[src/rtl/fp_pkg.sv]
// Shared floating-point datapath package.
//   SP_* / DP_*  : mantissa (with hidden bit) and biased exponent widths for
//                  single and double precision builds.
//   align_s1_t   : stage-1 record of the alignment pipe in its single-precision
//                  layout. The alignment pipe declares the same field order
//                  locally so the record scales with its MANT_W/EXP_W parameters.
package fp_pkg;

    localparam int SP_MANT_W = 24;
    localparam int SP_EXP_W  = 8;
    localparam int DP_MANT_W = 53;
    localparam int DP_EXP_W  = 11;

    typedef struct packed {
        logic [SP_EXP_W-1:0]  exp_max;
        logic [SP_MANT_W-1:0] mant_big;
        logic [SP_MANT_W-1:0] mant_small;
        logic [SP_EXP_W-1:0]  diff;
        logic                 swap;
    } align_s1_t;

endpackage

[src/rtl/align_shift_sticky.sv]
// Combinational alignment shifter with sticky collection.
//   mant_small : mantissa of the smaller operand (hidden bit included)
//   diff       : exponent difference, any value up to 2^EXP_W-1
//   shifted    : {mant_small, 2'b00} >> diff, i.e. {mant, G, R}
//   sticky     : OR of every bit pushed below R
// Once diff reaches the full extended width, nothing survives the shift and
// every mantissa bit lands in sticky; this is forced explicitly so the result
// never depends on how a shifter handles oversized shift amounts.
module align_shift_sticky
#(
    parameter int MANT_W = 24,
    parameter int EXP_W  = 8
) (
    input  logic [MANT_W-1:0] mant_small,
    input  logic [EXP_W-1:0]  diff,
    output logic [MANT_W+1:0] shifted,
    output logic              sticky
);

    localparam int W = MANT_W + 2;

    logic [W-1:0] ext;
    logic [W-1:0] lost_mask;
    logic [31:0]  diff_w;
    logic         sat;

    assign ext       = {mant_small, 2'b00};
    assign diff_w    = 32'(diff);
    assign sat       = (diff_w >= 32'(W));
    // Ones in the positions that fall off the bottom for this shift amount.
    assign lost_mask = ~({W{1'b1}} << diff);

    always_comb begin
        shifted = ext >> diff;
        sticky  = |(ext & lost_mask);
        if (sat) begin
            shifted = '0;
            sticky  = |mant_small;
        end
    end

endmodule

[src/rtl/align_shift_pipe.sv]
// Two-stage mantissa alignment pipe for the FP adder.
//   clk, reset_n          : clock (rising edge), async active-low reset
//   in_valid / in_ready   : input handshake
//   in_exp_a/b, in_mant_a/b : unpacked operands
//   out_valid / out_ready : output handshake
//   out_exp    : larger exponent
//   out_big    : unshifted mantissa of the larger operand
//   out_small  : aligned smaller mantissa {mant, G, R}
//   out_sticky : OR of the bits shifted out below R
//   out_swap   : 1 when B is the larger operand
// Stage 1 orders the operands and forms the exponent difference; stage 2
// performs the shift. Ready is purely combinational back through both stages
// (no skid buffer), so a full pipe accepts a new item in the same cycle the
// consumer drains one.
module align_shift_pipe
    import fp_pkg::*;
#(
    parameter int MANT_W = SP_MANT_W,
    parameter int EXP_W  = SP_EXP_W
) (
    input  logic              clk,
    input  logic              reset_n,
    input  logic              in_valid,
    output logic              in_ready,
    input  logic [EXP_W-1:0]  in_exp_a,
    input  logic [EXP_W-1:0]  in_exp_b,
    input  logic [MANT_W-1:0] in_mant_a,
    input  logic [MANT_W-1:0] in_mant_b,
    output logic              out_valid,
    input  logic              out_ready,
    output logic [EXP_W-1:0]  out_exp,
    output logic [MANT_W-1:0] out_big,
    output logic [MANT_W+1:0] out_small,
    output logic              out_sticky,
    output logic              out_swap
);

    typedef struct packed {
        logic [EXP_W-1:0]  exp_max;
        logic [MANT_W-1:0] mant_big;
        logic [MANT_W-1:0] mant_small;
        logic [EXP_W-1:0]  diff;
        logic              swap;
    } s1_t;

    s1_t               s1_d;
    s1_t               s1_p1;
    logic              vld_p1;

    logic [EXP_W-1:0]  exp_p2;
    logic [MANT_W-1:0] big_p2;
    logic [MANT_W+1:0] small_p2;
    logic              sticky_p2;
    logic              swap_p2;
    logic              vld_p2;

    logic              adv1;
    logic              adv2;
    logic [MANT_W+1:0] shifted;
    logic              sticky;

    assign adv2     = !vld_p2 || out_ready;
    assign adv1     = !vld_p1 || adv2;
    assign in_ready = adv1;

    // ---- stage 1: operand ordering and exponent difference ----
    always_comb begin
        s1_d      = '0;
        // Equal operands keep A as the larger one, so swap stays 0.
        s1_d.swap = (in_exp_b > in_exp_a) ||
                    ((in_exp_a == in_exp_b) && (in_mant_b > in_mant_a));
        s1_d.diff = (in_exp_a >= in_exp_b) ? (in_exp_a - in_exp_b)
                                           : (in_exp_b - in_exp_a);
        if (s1_d.swap) begin
            s1_d.exp_max    = in_exp_b;
            s1_d.mant_big   = in_mant_b;
            s1_d.mant_small = in_mant_a;
        end else begin
            s1_d.exp_max    = in_exp_a;
            s1_d.mant_big   = in_mant_a;
            s1_d.mant_small = in_mant_b;
        end
    end

    always_ff @(posedge clk or negedge reset_n) begin
        if (!reset_n) begin
            vld_p1 <= 1'b0;
            s1_p1  <= '0;
        end else if (adv1) begin
            vld_p1 <= in_valid;
            if (in_valid) begin
                s1_p1 <= s1_d;
            end
        end
    end

    // ---- stage 2: alignment shift and sticky ----
    align_shift_sticky #(
        .MANT_W (MANT_W),
        .EXP_W  (EXP_W)
    ) u_shift (
        .mant_small (s1_p1.mant_small),
        .diff       (s1_p1.diff),
        .shifted    (shifted),
        .sticky     (sticky)
    );

    always_ff @(posedge clk or negedge reset_n) begin
        if (!reset_n) begin
            vld_p2    <= 1'b0;
            exp_p2    <= '0;
            big_p2    <= '0;
            small_p2  <= '0;
            sticky_p2 <= 1'b0;
            swap_p2   <= 1'b0;
        end else if (adv2) begin
            vld_p2 <= vld_p1;
            if (vld_p1) begin
                exp_p2    <= s1_p1.exp_max;
                big_p2    <= s1_p1.mant_big;
                small_p2  <= shifted;
                sticky_p2 <= sticky;
                swap_p2   <= s1_p1.swap;
            end
        end
    end

    // ---- outputs straight from stage 2 ----
    assign out_valid  = vld_p2;
    assign out_exp    = exp_p2;
    assign out_big    = big_p2;
    assign out_small  = small_p2;
    assign out_sticky = sticky_p2;
    assign out_swap   = swap_p2;

endmodule

[config.mk]
export PLATFORM = sky130hd
export DESIGN_NAME = align_shift_pipe
export DESIGN_NICKNAME = d
export VERILOG_FILES = /design/src/rtl/fp_pkg.sv /design/src/rtl/align_shift_sticky.sv /design/src/rtl/align_shift_pipe.sv
export SDC_FILE = /design/constraint.sdc
export NUM_CORES = 1
export LEC_CHECK = 0
export BUFFER_PORTS_ARGS = -buffer_cell sky130_fd_sc_hd__buf_2
export CORE_ASPECT_RATIO = 1.25
export CORE_MARGIN = 8
export CORE_UTILIZATION = 42
export DETAILED_ROUTE_END_ITERATION = 10
export SYNTH_ARGS = -nofsm -noshare
export SYNTH_HDL_FRONTEND = slang
export SYNTH_SLANG_ARGS = --single-unit
[constraint.sdc]
create_clock -name clk -period 3 [get_ports clk]
set_input_delay 0.6 -clock clk [delete_from_list [all_inputs] [get_ports clk]]
set_output_delay 0.6 -clock clk [all_outputs]
set_load 0.01 [all_outputs]
==> summary.md <==
| Metric | Value |
|---|---|
| Status | `completed` |
| Commonest non-fill, non-tap cell in the layout | `buf_2` |
| Clock-pin slew on the worst setup and hold paths | `60 ps` |
| Pint | `4000 µW` |
| Switching Share | `0.357` |
| Fin crit period | `2530 ps` |
| CTS Sinks | `roughly 130` |
| Core area | `about 19000 µm²` |
| Share of post-route cells with drive strength above 1 | `0.254` |
| Number of top-level pins | `between 100 and 150` |
| Postcts setup bufs | `0` |
| #FFs+latches synth | `127` |
| Grt ovf | `0` |
| Worst Max-Slew Pin Slew | `approximately 630 ps` |
| Die area | `about 24000 µm²` |
| GPL Wtd Cong | `roughly 0.9` |
| Routed Antenna Nets | `0` |
| Number of global-route vias before repair | `7038` |
| Clock power share | `0.319` |
| Most frequent cells in the layout | `128 x buf_2, 127 x dfrtp_1, 119 x nand2_1, 83 x mux2i_1, 77 x o21ai_0` |
| TritonCTS buffer count | `17` |
| Data arrival, critical path | `approximately 2800 ps` |
| FFs w/ async S/R, synth | `1.00` |
| Max-cap violation count | `0` |
| Peak Freq | `approximately 390 MHz` |
| GRT Util Overall | `0.191` |
| CTS Hold Buffers Added | `0` |
| Psw | `2220 µW` |
| Clk buf depth | `2` |
| Leakage | `between 0.004 and 0.005 µW` |
| Cell Pwr Density | `645 nW/µm²` |
| Max Clock Skew | `roughly 11 ps` |
| WL/cell | `17.8 µm` |
| P&R area growth vs syn | `19.3%` |
| Final WL | `between 20000 and 25000 µm` |
| TritonCTS clock tree | `yes` |
| Die W | `around 140 µm` |
| Peak supply drop | `between 0.3 and 0.4 mV` |
| Die Ht | `between 150 and 200 µm` |
| CP Data Required Time | `3300 ps` |
| Largest net degree at the start of global routing | `66` |
| Startpoint Class | `input port` |
| Relative slew margins | `0.581` |
| # DRC | `0` |
| FP Rows | `56` |
| Sequential Power Share | `0.365` |
| Later-pin clock latency in the skew report | `around 440 ps` |
| First-pass iteration count of the detailed router | `5` |
| Final hold vios | `0` |
| Setup CP Type | `input port to register` |
| Total negative slack | `0 ps` |
| Element type at the critical path end | `register` |
| Fin nets | `1104` |
| Mapped Area | `around 8000 µm²` |
| Syn nets | `978` |
| Kind of path behind the tightest hold check | `input port to async pin` |
| # H-tree levels | `4` |
| RSZ-0062 raised after global routing | `false` |
| Slew Limit Fails | `0` |
| Initial antenna violation count | `5` |
| Tot Pwr | `between 6000 and 7000 µW` |
| Avg Inst Size Synth | `9.30 µm²` |
| Root Buffer | `clkbuf_16` |
| Resize count post-CTS | `0` |
| EDFF count, synth | `0` |
| HPWL after detailed placement | `roughly 17000 µm` |
| Initial DRC count | `between 200 and 300` |
| Post-synthesis sequential area ratio | `0.394` |
| Tcrit/Tclk final | `0.844` |
| Via count of the routed design | `6789` |
| Critical Path Fanout Max | `7` |
| Number of port buffers | `129` |
| Initial core utilization | `0.430` |
| Synth warn | `0` |
| Via-to-Cell Ratio | `about 5.5` |
| Post-Synthesis Cells | `approximately 870` |
| Yosys cell types | `64` |
| Final Setup Violations | `0` |
| Comb pwr share | `0.316` |
| First-pass GRT wire length | `roughly 36000 µm` |
| Main synth FF type | `dfrtp_1` |
stage by stage:
stage / setup slack, ps / instance area [µm²] / hold WS (ps) / instances / util
after floorplan: 321 / 8070 / 304 / 868 / -
after global placement: 70.6 / 9060 / 459 / 1207 / 0.483
after detailed placement: 26.1 / 9060 / 464 / 1207 / 0.483
after CTS: 475 / 9630 / 174 / 1239 / 0.513
after global routing: 292 / 9640 / 198 / 1241 / 0.513
final: 467 / 9640 / 143 / 1241 / 0.513
cell usage after synthesis, types with 10 or more instances:
library cell  number  share of area
a21o_1            12          0.011
clkbuf_1          36          0.017
dfrtp_1          127           0.39
nor2_1            30          0.014
nand2_1          121          0.056
ha_1              40          0.062
nor3_1            11         0.0068
mux2i_1           83           0.10
o21ai_1           44          0.027
nand3_1           21          0.013
mux2_2            37          0.052
inv_1             50          0.023
o21ai_0           77          0.048
a31oi_1           10         0.0077
a21oi_1           30          0.019
critical path: stages:
cell      delay, ps
buf_2           100
inv_1            50
ha_1            220
fa_1            390
nor2b_1         120
o21a_1          190
o31a_4          190
nor2_2           80
a31o_2          280
a2111o_1        370
a21oi_1         140
o22ai_1          90
registers in the layout, summed over array words and instances (netlist names):
name / flops
s1_p1: 65
out_small: 26
out_big: 24
out_exp: 8
out_sticky: 1
out_swap: 1
out_valid: 1
vld_p1: 1
metal layers:
metal	wire length, µm	track usage	vias to the layer above
met4	472	0.0743	6
li1	-	-	3360
met5	34	0	-
met1	9200	0.219	3197
met2	11300	0.337	186
met3	1080	0.0482	40
worst paths after layout:
kind	startpoint	to	slack, ps	cells past startpoint
worst max-delay path	in_exp_a[0]	s1_p1[6]	470	12
worst min-delay path	reset_n	out_small[20]	140	1
worst max register to register	s1_p1[8]	out_sticky	540	8
worst min register to register	out_small[0]	out_small[0]	470	2
max in group asynchronous	reset_n	s1_p1[22]	2160	2
min in group clk	in_valid	vld_p1	420	2
final cells by class:
| class | instances | area [µm²] |
|---|---|---|
| Inverter | 51 | 191 |
| Antenna cell | 2 | 5.00 |
| Clock buffer | 19 | 433 |
| Tap cell | 232 | 290 |
| Clock inverter | 13 | 133 |
| Fill cell | 1815 | 9140 |
| Multi-Input combinational cell | 636 | 4460 |
| Sequential cell | 127 | 3180 |
| Timing Repair Buffer | 161 | 942 |
cell families (layout without fill, tap and decap cells):
family          after synthesis  after routing  share of synthesized area
compound gates              239            239                      0.183
xor+xnor                      4              4                    0.00434
fa+ha+maj                    42             42                     0.0669
buf+inv                     105            244                     0.0558
flops                       127            127                      0.394
mux                         127            127                      0.173
other cells                   0              2                          0
simple gates                224            224                      0.124
power by group through the flow:
stage                     Sequential, µW  Combinational (µW)  Clock (µW)
after floorplan                     2280                1280           0
after global routing                2310                2180        2110
final                               2270                1970        1980
after CTS                           2270                1980        2030
after global placement              2290                1960           0
after detailed placement            2300                1980           0
Power figures use the tool's default switching activity.
